**config.mk**
```make
export PLATFORM = sky130hd
export DESIGN_NAME = choque_multi_flat
export DESIGN_NICKNAME = d
export VERILOG_FILES = /design/src/rtl/choque_multi_if.sv /design/src/rtl/choque_multi.sv /design/src/flat_wrapper.sv
export SDC_FILE = /design/constraint.sdc
export NUM_CORES = 1
export LEC_CHECK = 0
export ABC_AREA = 1
export BUFFER_PORTS_ARGS = -buffer_cell sky130_fd_sc_hd__clkbuf_2
export CORE_MARGIN = 4
export CORE_UTILIZATION = 48
export DETAILED_ROUTE_END_ITERATION = 10
export PLACE_DENSITY = 0.66
export RECOVER_POWER = 25
export SYNTH_ARGS = -nofsm -noshare
export SYNTH_HDL_FRONTEND = slang
export SYNTH_SLANG_ARGS = --single-unit
```
**constraint.sdc**
```tcl
create_clock -name clk_ob -period 3.6 [get_ports clk_ob]
set_clock_uncertainty 0.15 [all_clocks]
set_input_delay 0.36 -clock clk_ob [delete_from_list [all_inputs] [get_ports clk_ob]]
set_output_delay 0.36 -clock clk_ob [all_outputs]
set_load 0.005 [all_outputs]
```
**src/rtl/choque_multi_if.sv**
```systemverilog
// Game-side bus of the multi-lane collision checker.
// Bench/game logic drives through master, the checker sits on slave.
interface choque_multi_if #(
  parameter int OBS_W      = 7,
  parameter int POSE_W     = 7,
  parameter int LANES      = 3,
  parameter int NUM_OBS    = 16,
  parameter int MAX_POSES  = 3,
  parameter int LIVES_MAX  = 3,
  parameter int WIN_PASSES = 20
);
  localparam int LSW = (LANES > 1) ? $clog2(LANES) : 1;
  localparam int AW  = (NUM_OBS > 1) ? $clog2(NUM_OBS) : 1;
  localparam int LVW = $clog2(LIVES_MAX + 1);
  localparam int PSW = $clog2(WIN_PASSES + 1);

  logic                        encendido;
  logic [3:0]                  presente;
  logic [LANES*OBS_W-1:0]      disp_obs;
  logic [LSW-1:0]              lane_sel;
  logic [POSE_W-1:0]           data;
  logic                        eval;
  logic                        tbl_we;
  logic [AW-1:0]               tbl_addr;
  logic [OBS_W-1:0]            tbl_obs;
  logic [MAX_POSES*POSE_W-1:0] tbl_pose;
  logic [MAX_POSES-1:0]        tbl_pvld;
  logic                        tbl_bonus;
  logic                        tbl_vld;
  logic [1:0]                  v_d;
  logic                        bono;
  logic                        hit;
  logic [LVW-1:0]              lives;
  logic [PSW-1:0]              passes;

  modport master (
    output encendido, presente, disp_obs, lane_sel,
    output data, eval, tbl_we, tbl_addr, tbl_obs,
    output tbl_pose, tbl_pvld, tbl_bonus, tbl_vld,
    input  v_d, bono, hit, lives, passes
  );

  modport slave (
    input  encendido, presente, disp_obs, lane_sel,
    input  data, eval, tbl_we, tbl_addr, tbl_obs,
    input  tbl_pose, tbl_pvld, tbl_bonus, tbl_vld,
    output v_d, bono, hit, lives, passes
  );
endinterface

```
**src/rtl/choque_multi.sv**
```systemverilog
// Multi-lane hero/obstacle collision checker with a programmable
// obstacle table, lives, pass counting, bonus and grace period.
module choque_multi #(
  parameter int       OBS_W      = 7,
  parameter int       POSE_W     = 7,
  parameter int       LANES      = 3,
  parameter int       NUM_OBS    = 16,
  parameter int       MAX_POSES  = 3,
  parameter int       LIVES_MAX  = 3,
  parameter int       WIN_PASSES = 20,
  parameter int       GRACE_CYC  = 8,
  parameter bit [3:0] JUEGO      = 4'd3,
  parameter bit [3:0] GP         = 4'd4
) (
  input  logic          clk_ob,
  input  logic          rst_n,
  choque_multi_if.slave bus
);
  localparam int LSW = (LANES > 1) ? $clog2(LANES) : 1;
  localparam int AW  = (NUM_OBS > 1) ? $clog2(NUM_OBS) : 1;
  localparam int LVW = $clog2(LIVES_MAX + 1);
  localparam int PSW = $clog2(WIN_PASSES + 1);
  localparam int GW  = (GRACE_CYC > 0) ? $clog2(GRACE_CYC + 1) : 1;

  typedef enum logic [2:0] {
    IDLE, PLAY, GRACE, LOST, WON
  } state_e;

  state_e         state_q, state_d;
  logic [1:0]     v_d_q, v_d_d;
  logic           bono_q, bono_d;
  logic           hit_q, hit_d;
  logic [LVW-1:0] lives_q, lives_d;
  logic [PSW-1:0] passes_q, passes_d;
  logic [GW-1:0]  gcnt_q, gcnt_d;

  logic [OBS_W-1:0]            obs_q   [NUM_OBS];
  logic [MAX_POSES*POSE_W-1:0] pose_q  [NUM_OBS];
  logic [MAX_POSES-1:0]        pvld_q  [NUM_OBS];
  logic                        bonus_q [NUM_OBS];
  logic                        vld_q   [NUM_OBS];

  logic             active;
  logic             tbl_wr;
  logic [OBS_W-1:0] slice;
  logic             lane_ok;
  logic             found;
  logic [AW-1:0]    idx;
  logic             pose_ok;

  always_comb begin
    slice   = '0;
    lane_ok = 1'b0;
    for (int l = 0; l < LANES; l++) begin
      if (bus.lane_sel == LSW'(l)) begin
        slice   = bus.disp_obs[l*OBS_W +: OBS_W];
        lane_ok = 1'b1;
      end
    end
    // Descending scan so the lowest matching index wins.
    found = 1'b0;
    idx   = '0;
    for (int i = NUM_OBS - 1; i >= 0; i--) begin
      if (lane_ok && vld_q[i] && obs_q[i] == slice) begin
        found = 1'b1;
        idx   = AW'(i);
      end
    end
    pose_ok = 1'b0;
    for (int j = 0; j < MAX_POSES; j++) begin
      if (pvld_q[idx][j] &&
          pose_q[idx][j*POSE_W +: POSE_W] == bus.data)
        pose_ok = 1'b1;
    end
  end

  always_comb begin
    active   = bus.encendido &&
               (bus.presente == JUEGO || bus.presente == GP);
    tbl_wr   = bus.tbl_we && state_q == IDLE;
    state_d  = state_q;
    lives_d  = lives_q;
    passes_d = passes_q;
    gcnt_d   = gcnt_q;
    bono_d   = 1'b0;
    hit_d    = 1'b0;
    case (state_q)
      IDLE: begin
        lives_d  = LVW'(LIVES_MAX);
        passes_d = '0;
        if (active) state_d = PLAY;
      end
      PLAY: begin
        if (bus.eval && found) begin
          if (pose_ok) begin
            if (passes_q < PSW'(WIN_PASSES))
              passes_d = passes_q + PSW'(1);
            if (bonus_q[idx]) begin
              bono_d = 1'b1;
              if (lives_q < LVW'(LIVES_MAX))
                lives_d = lives_q + LVW'(1);
            end
            if (passes_q >= PSW'(WIN_PASSES - 1))
              state_d = WON;
          end else begin
            hit_d   = 1'b1;
            lives_d = (lives_q == '0) ? '0 : lives_q - LVW'(1);
            gcnt_d  = '0;
            if (lives_q <= LVW'(1))
              state_d = LOST;
            else if (GRACE_CYC == 0)
              state_d = PLAY;
            else
              state_d = GRACE;
          end
        end
      end
      GRACE: begin
        gcnt_d = gcnt_q + GW'(1);
        if (gcnt_q == GW'(GRACE_CYC - 1)) state_d = PLAY;
      end
      default: ;
    endcase
    if (state_q != IDLE && !active) begin
      state_d  = IDLE;
      lives_d  = LVW'(LIVES_MAX);
      passes_d = '0;
      bono_d   = 1'b0;
      hit_d    = 1'b0;
    end
    v_d_d = (state_d == LOST) ? 2'd1 :
            (state_d == WON)  ? 2'd2 : 2'd0;
  end

  always_ff @(posedge clk_ob or negedge rst_n) begin
    if (!rst_n) begin
      state_q  <= IDLE;
      v_d_q    <= 2'd0;
      bono_q   <= 1'b0;
      hit_q    <= 1'b0;
      lives_q  <= LVW'(LIVES_MAX);
      passes_q <= '0;
      gcnt_q   <= '0;
      for (int i = 0; i < NUM_OBS; i++) begin
        obs_q[i]   <= '0;
        pose_q[i]  <= '0;
        pvld_q[i]  <= '0;
        bonus_q[i] <= 1'b0;
        vld_q[i]   <= 1'b0;
      end
    end else begin
      state_q  <= state_d;
      v_d_q    <= v_d_d;
      bono_q   <= bono_d;
      hit_q    <= hit_d;
      lives_q  <= lives_d;
      passes_q <= passes_d;
      gcnt_q   <= gcnt_d;
      if (tbl_wr) begin
        obs_q[bus.tbl_addr]   <= bus.tbl_obs;
        pose_q[bus.tbl_addr]  <= bus.tbl_pose;
        pvld_q[bus.tbl_addr]  <= bus.tbl_pvld;
        bonus_q[bus.tbl_addr] <= bus.tbl_bonus;
        vld_q[bus.tbl_addr]   <= bus.tbl_vld;
      end
    end
  end

  assign bus.v_d    = v_d_q;
  assign bus.bono   = bono_q;
  assign bus.hit    = hit_q;
  assign bus.lives  = lives_q;
  assign bus.passes = passes_q;
endmodule

```
**src/flat_wrapper.sv**
```systemverilog
// flat-port wrapper written by rule: the top's interface ports become plain ports
module choque_multi_flat 
#(
  parameter int       OBS_W      = 7,
  parameter int       POSE_W     = 7,
  parameter int       LANES      = 3,
  parameter int       NUM_OBS    = 16,
  parameter int       MAX_POSES  = 3,
  parameter int       LIVES_MAX  = 3,
  parameter int       WIN_PASSES = 20,
  parameter int       GRACE_CYC  = 8,
  parameter bit [3:0] JUEGO      = 4'd3,
  parameter bit [3:0] GP         = 4'd4
)
  (clk_ob, rst_n, bus_encendido, bus_presente, bus_disp_obs, bus_lane_sel, bus_data, bus_eval, bus_tbl_we, bus_tbl_addr, bus_tbl_obs, bus_tbl_pose, bus_tbl_pvld, bus_tbl_bonus, bus_tbl_vld, bus_v_d, bus_bono, bus_hit, bus_lives, bus_passes);
  choque_multi_if #(.OBS_W(OBS_W), .POSE_W(POSE_W), .LANES(LANES), .NUM_OBS(NUM_OBS), .MAX_POSES(MAX_POSES), .LIVES_MAX(LIVES_MAX), .WIN_PASSES(WIN_PASSES)) bus_i ();
  input  logic clk_ob;
  input  logic rst_n;
  input wire logic [$bits(bus_i.encendido)-1:0] bus_encendido;
  input wire logic [$bits(bus_i.presente)-1:0] bus_presente;
  input wire logic [$bits(bus_i.disp_obs)-1:0] bus_disp_obs;
  input wire logic [$bits(bus_i.lane_sel)-1:0] bus_lane_sel;
  input wire logic [$bits(bus_i.data)-1:0] bus_data;
  input wire logic [$bits(bus_i.eval)-1:0] bus_eval;
  input wire logic [$bits(bus_i.tbl_we)-1:0] bus_tbl_we;
  input wire logic [$bits(bus_i.tbl_addr)-1:0] bus_tbl_addr;
  input wire logic [$bits(bus_i.tbl_obs)-1:0] bus_tbl_obs;
  input wire logic [$bits(bus_i.tbl_pose)-1:0] bus_tbl_pose;
  input wire logic [$bits(bus_i.tbl_pvld)-1:0] bus_tbl_pvld;
  input wire logic [$bits(bus_i.tbl_bonus)-1:0] bus_tbl_bonus;
  input wire logic [$bits(bus_i.tbl_vld)-1:0] bus_tbl_vld;
  output wire logic [$bits(bus_i.v_d)-1:0] bus_v_d;
  output wire logic [$bits(bus_i.bono)-1:0] bus_bono;
  output wire logic [$bits(bus_i.hit)-1:0] bus_hit;
  output wire logic [$bits(bus_i.lives)-1:0] bus_lives;
  output wire logic [$bits(bus_i.passes)-1:0] bus_passes;
  assign bus_i.encendido = bus_encendido;
  assign bus_i.presente = bus_presente;
  assign bus_i.disp_obs = bus_disp_obs;
  assign bus_i.lane_sel = bus_lane_sel;
  assign bus_i.data = bus_data;
  assign bus_i.eval = bus_eval;
  assign bus_i.tbl_we = bus_tbl_we;
  assign bus_i.tbl_addr = bus_tbl_addr;
  assign bus_i.tbl_obs = bus_tbl_obs;
  assign bus_i.tbl_pose = bus_tbl_pose;
  assign bus_i.tbl_pvld = bus_tbl_pvld;
  assign bus_i.tbl_bonus = bus_tbl_bonus;
  assign bus_i.tbl_vld = bus_tbl_vld;
  assign bus_v_d = bus_i.v_d;
  assign bus_bono = bus_i.bono;
  assign bus_hit = bus_i.hit;
  assign bus_lives = bus_i.lives;
  assign bus_passes = bus_i.passes;
  choque_multi #(.OBS_W(OBS_W), .POSE_W(POSE_W), .LANES(LANES), .NUM_OBS(NUM_OBS), .MAX_POSES(MAX_POSES), .LIVES_MAX(LIVES_MAX), .WIN_PASSES(WIN_PASSES), .GRACE_CYC(GRACE_CYC), .JUEGO(JUEGO), .GP(GP)) u_core (.clk_ob(clk_ob), .rst_n(rst_n), .bus(bus_i));
endmodule
```
Word level (Yosys, flattened, before mapping). Index checks and enable logic that the tools add are counted.

Add/sub/neg operators: 4. $lt $le $gt $ge: 7. Equality and inequality tests: 35. Multiplexer cells: 97. Bitwise gates (word level): 2. Reductions and logical operators: 51.

Operators by type and width (number): $bwmux W336 (1); $eq A7 B7 Y1 (19); $bwmux W112 (1); $bmux W21 S4 (1); $demux W21 S4 (1); $mux W4 (18); $mux W21 (3); $bwmux W48 (1); $logic_and A1 B1 Y1 (40); $mux W1 (35); $bwmux W16 (2); $demux W7 S4 (1); $mux W7 (4); $mux W3 (9); $mux W5 (4); $mux W2 (8); $ge A5 B5 Y1 const B (3); $bmux W3 S4 (1); $demux W3 S4 (1); $not A4 Y5 (2); $pmux W5 S2 (1); $ne A3 B1 Y1 const B (3); $pmux W3 S3 (1); $eq A4 B3 Y1 const B (2); 29 further kinds (34).

Flip-flop bits (word level): 546. Input port bits: 76. Output and inout port bits: 11. Logic and storage cells: 283.

Logic depth before layout (Yosys ltp).
Depth after elaboration: 38. Gate-level depth with buffers: 47. Depth with buffers taken out: 44.

Least setup slack after synthesis. Ideal clock, no wire load.

Path type: input port to flip-flop. Start point: input bus_lane_sel[1]. End point: register u_core.v_d_q[1] (netlist: u_core.bus.v_d[1]). Setup time: 0.118 ns. Data arrival time: 3.605 ns. Data required time: 3.332 ns. Slack: -0.273 ns. Stages: 34. Buffers on the path: 5. Cells stage by stage: buf_6 > o21ai_0 > nand2_1 > nand2_1 > buf_4 > buf_4 > nor2_1 > a2111oi_0 > and3_1 > inv_2 > nand2_1 > nand2_1 > nand2_2 > nand2_4 > inv_2 > clkbuf_1 > nand2_1 > nand3_1 > nand3_1 > nand3_1 > nand2_1 > nand2_1 > nand2_1 > nand2_1 > nor2_1 > nand2_1 > nand3_2 > buf_6 > nor2_1 > nand2_1 > nand2_1 > nand3_1 > nand2_1 > nor2_1.

Longest elaborated chain between the ends: 38. Elaborated cells on any way between the ends: 114. Those cells by class: eq/ne: 23; mux: 53; bitwise: 1; reduce/logical: 37.

Ends and longest elaborated chain: start: declaration (line flat_wrapper.sv:22) `input wire logic [$bits(bus_i.lane_sel)-1:0] bus_lane_sel;`; $logic_not A2 Y1 (line choque_multi.sv:55) `if (bus.lane_sel == LSW'(l)) begin`; $mux W7 or $mux W1 (tied branches) (3 in a row) (line choque_multi.sv:55); $eq A7 B7 Y1 or $logic_and A1 B1 Y1 (tied branches) (line choque_multi.sv:64) `if (lane_ok && vld_q[i] && obs_q[i] == slice) begin`; $logic_and A1 B1 Y1 (line choque_multi.sv:64); $mux W4 (16 in a row) (line choque_multi.sv:64); $not A4 Y5 (implied by the code) (line choque_multi.sv:71, choque_multi.sv:72); $bmux W21 S4 (line choque_multi.sv:72) `pose_q[idx][j*POSE_W +: POSE_W] == bus.data)`; $mux W21 (implied by the code) (2 in a row) (line choque_multi.sv:72); [... 5 more ...]; $mux W3 (line choque_multi.sv:95) `if (pose_ok) begin`; $mux W3 (*) (line choque_multi.sv:94) `if (bus.eval && found) begin`; $pmux W3 S3 (*) (line choque_multi.sv:87) `case (state_q)`; $mux W3 (*) (line choque_multi.sv:124) `if (state_q != IDLE && !active) begin`; $eq A3 B3 Y1 (line choque_multi.sv:132) `(state_d == WON) ? 2'd2 : 2'd0;`; $mux W2 (line choque_multi.sv:132); $mux W2 (*) (line choque_multi.sv:131) `v_d_d = (state_d == LOST) ? 2'd1 :`; net u_core.v_d_d[1] (line choque_multi.sv:30) `logic [1:0] v_d_q, v_d_d;`; end signal: assignment (line choque_multi.sv:153) `v_d_q <= v_d_d;`; end: declaration (line choque_multi.sv:30).

The timed path passes the listed nets; every way through them passes the cells marked *. The select of a mux whose other input is x is not followed. A chain may end at the register's enable or synchronous reset.

Worst setup path in the final report.
Start point: input bus_lane_sel[1]. End point: register u_core.state_q[0].

Longest elaborated chain between the ends: 35. Elaborated cells on any way between the ends: 110. Those cells by class: eq/ne: 21; mux: 51; bitwise: 1; reduce/logical: 37.

Ends and longest elaborated chain: $logic_not A2 Y1 (line choque_multi.sv:55); $mux W7 or $mux W1 (tied branches) (3 in a row) (line choque_multi.sv:55); $eq A7 B7 Y1 or $logic_and A1 B1 Y1 (tied branches) (line choque_multi.sv:64); $logic_and A1 B1 Y1 (line choque_multi.sv:64); $mux W4 (16 in a row) (line choque_multi.sv:64); $not A4 Y5 (implied by the code) (line choque_multi.sv:71, choque_multi.sv:72); $bmux W21 S4 (line choque_multi.sv:72); $mux W21 (implied by the code) (2 in a row) (line choque_multi.sv:72); $eq A7 B7 Y1 (line choque_multi.sv:72); $logic_and A1 B1 Y1 (line choque_multi.sv:71) `if (pvld_q[idx][j] &&`; $mux W1 (3 in a row) (line choque_multi.sv:71); $mux W3 (line choque_multi.sv:95); $mux W3 (*) (line choque_multi.sv:94); $pmux W3 S3 (*) (line choque_multi.sv:87); $mux W3 (*) (line choque_multi.sv:124); net u_core.state_d[0] (line choque_multi.sv:29) `state_e state_q, state_d;`; end signal: assignment (line choque_multi.sv:152) `state_q <= state_d;`; end: declaration (line choque_multi.sv:29).

Marked as above.

==> impl_metrics.yaml <==
status:
  status: "complete, but fails checks"
  failed_checks: "capacitance limit, slew limit, setup timing"
floorplanning:
  pin_count: 87
  die_area_um2: 59280
  core_area_um2: 54990
  die_w_um: 243.5
  start_util: 0.4840
  die_h_um: 243.5
  core.rowCount: 86
sta:
  relSlewSlack: -0.1535
  max_freq_mhz: 237.0
  min_period_over_period: 1.172
  setup_violations: 18
  timing_hold_violations_final: 0
  rsz0062_at_grt: "true"
  slew_violations: 61
  setup-tns-final_ns: -9.581
  worst_slew_pin_slew_ns: 1.730
  layout_setup_ws_ns: -0.6186
  finalCriticalPeriod_ns: 4.219
power_and_ir_drop:
  leakage_nw: 15.50
  seq_power_share: 0.394
  p_sw_mw: 9.810
  cellPowerDensity_nw_per_um2: 834.0
  ir_drop_uv: 505.7
  p_int_mw: 17.40
  p_sw_frac: 0.3605
  clkPwrFrac: 0.247
  pwr-share-comb: 0.359
cells_and_area:
  nNetsFinal: 3644
  layout_commonest_cell: "nand2_1"
  layout_common_cells: "nand2_1, dfrtp_1, nand3_1"
  drive_above_1_share: 0.1645
  syn_to_final_growth_pct: 22.60
  final_area_um2: 32630
  finalNonFillerCells: 4361
critical_path:
  path_max_fanout: 9
  r2r_cells: 39
  reg2reg_from: "u_core.obs_q[4]$_DFFE_PN0P_"
  slowest_stage: "nor4_2"
  start_kind: "primary input"
  worstSetupPathType: "in -> reg"
  crit_path_end_kind: "flip-flop"
  critPathMostFrequentCell: "buf_4"
  r2r_slack_ns: -0.55
  required_ns: 3.96
  cp_data_arrival_time_ns: 4.58
  timing.rr.end: "u_core.bus.v_d[1]$_DFF_PN0_"
  cp_slowest_stage_delay_ns: 0.28
routing:
  drt_wl_total_um: 86760
  drt_drc_violations_left: 0
  antenna_left: 0
  via_count: 25040
  viasPerCell: 5.741
  dr.pass1.iters: 6
  routedWlPerCell_um: 19.89
  drt-initial-drc-count: 2556
grt:
  grt_pass1_wl_um: 136200
  grt_max_degree: 89
  grt-ovfl-total: 0
  grt_pass1_vias: 24220
  grt_antenna_before_repair: 1
  grt_usage: 0.2870
cts:
  path_clk_slew_ns: 0.06
  clock_path_buffers: 3
  cts_tree: "yes"
  clkLatencyLatePin_ns: 0.64
  htree_levels: 2
  cts_buffers: 60
  cts.sinks: 546
  cts_root_buffer: "clkbuf_16"
synthesis:
  synth_xor_area_frac: 0.008556
  ys_warn_count: 0
  ys_types: 55
  synth_flop_cell: "dfrtp_1"
  synth_top_family_by_area: "simple AND/OR/NAND/NOR gates"
  synthArstFlopShare: 1.000
  synth_mux_area_frac: 0
  synth_seq_cells: 546
  synth_nets: 3472
  synth_adder_area_share: 0.002821
  post_synth_and_or_nand_nor_area_fraction: 0.2734
  synth_area_um2: 26620
  synth_compound_area_frac: 0.1266
  synth_edf_count: 0
  avgSynthCellArea_um2: 7.851
  syn_inst: 3390
  yosysSeqAreaShare: 0.5134
hold_path:
  min_path_cells: 3
  worstHoldStart: "bus_tbl_obs[0]"
  hold_path_class: "in -> reg"
  holdPathEnd: "u_core.obs_q[91]$_DFFE_PN0P_"
placement:
  dpl.hpwl_um: 50730
  portBuffers: 86
  place_area_um2: 29220
  dp_cells: 4195
  gp_congestion: 0.9183
flow_run:
  maxCapViolCount: 1
[layout make-up]
cell class | instances | area, µm²
Inverter | 213 | 818.3
Timing Repair Buffer | 363 | 3576
Fill cell | 4832 | 22350
Clock inverter | 27 | 406.6
Clock buffer | 84 | 1762
Tap cell | 748 | 935.9
Antenna cell | 2 | 5.005
Multi-Input combinational cell | 2378 | 11460
Sequential cell | 546 | 13670
[per-layer routing]
layer | vias up | wire length [µm] | GRT usage
li1 | 11510 | - | -
met1 | 12170 | 37000 | 0.4086
met2 | 1158 | 39260 | 0.4496
met3 | 203 | 7577 | 0.04534
met4 | 0 | 2925 | 0.1015
met5 | - | 0 | 0
[stage by stage]
step	power (mW)	worst slack [ns]	hold slack, ns	util
4_1_cts	26.90	-0.4599	0.000009937	0.5888
3_3_place_gp	19.15	-1.476	0.2078	0.5313
6_report	27.21	-0.6186	0.01100	0.5935
5_1_grt	29.03	-0.8407	0.01170	0.5934
2_1_floorplan	16.34	-0.2196	-0.08559	-
3_5_place_dp	19.53	-1.514	0.2097	0.5313
[worst max-delay path: cells and delay by family]
kind	cells	cell delay, ns
buf+inv	12	1.56
compound gates	2	0.34
simple gates	19	2.29
[synth_stat cells (4+ instances only)]
cell type,number,area [µm²]
nand2_1,803,3014
dfrtp_1,544,13610
nand3_1,522,2613
o21ai_0,336,1682
nor2_1,304,1141
a21oi_1,238,1191
inv_1,205,769.5
clkbuf_1,143,536.8
buf_2,50,250.2
buf_1,24,90.09
o211ai_1,18,135.1
buf_4,16,120.1
xor2_1,16,140.1
buf_6,15,168.9
nor3_1,15,75.07
o22ai_1,15,93.84
nand4_1,14,87.58
nor4_1,12,75.07
xnor2_1,10,87.58
a211oi_1,8,60.06
o2111ai_1,8,70.07
clkbuf_2,7,35.03
inv_2,7,26.28
and2_1,6,37.54
ha_1,6,75.07
nand2_2,4,25.02
or2_2,4,25.02
[repair_timing]
item | CTS | global route
gates cloned | 11 | 7
pin swaps | 43 | 22
gates resized for setup | 106 | 36
hold buffers | 12 | 0
setup endpoints to repair | 18 | 18
buffers inserted | 21 | 2
endpoints found under the hold margin | 85 | 0
[power by group through the flow]
stage                     Clock (mW)  Sequential, mW  Combinational, mW
after floorplan                    0            10.3               6.07
after global placement             0            10.6               8.55
after detailed placement           0            10.7               8.82
after CTS                       6.77            10.7               9.47
after global routing            7.06            11.0               11.0
final                           6.72            10.7               9.77
[logic make-up after synthesis]
kind of cell / Yosys count
flops: 546
compound gates: 640
xor+xnor: 26
simple gates: 1704
buf+inv: 468
fa+ha+maj: 6
[sequential cells by signal, summed over array words and instances (netlist names)]
register	cells
u_core.bus.hit	1
u_core.vld_q	16
u_core.pose_q	336
u_core.obs_q	112
u_core.bus.v_d	2
u_core.bus.bono	1
u_core.bus.lives	2
u_core.gcnt_q	4
u_core.bus.passes	5
u_core.bonus_q	16
u_core.state_q	3
u_core.pvld_q	48
[how the worst max path moves through the flow]
stage                                 start                                to  slack, ns  cells past startpoint
2_1_floorplan               bus_lane_sel[1]       u_core.bus.v_d[1]$_DFF_PN0_      -0.22                     33
3_3_place_gp                bus_lane_sel[0]  u_core.bus.passes[3]$_DFFE_PN0P_      -1.48                     44
3_5_place_dp                bus_lane_sel[0]  u_core.bus.passes[3]$_DFFE_PN0P_      -1.51                     44
4_1_cts        u_core.obs_q[13]$_DFFE_PN0P_       u_core.bus.v_d[1]$_DFF_PN0_      -0.46                     40
5_1_grt        u_core.obs_q[13]$_DFFE_PN0P_       u_core.bus.v_d[1]$_DFF_PN0_      -0.84                     42
6_report                    bus_lane_sel[1]       u_core.state_q[0]$_DFF_PN0_      -0.62                     33
(Power assumes the default switching activity.)
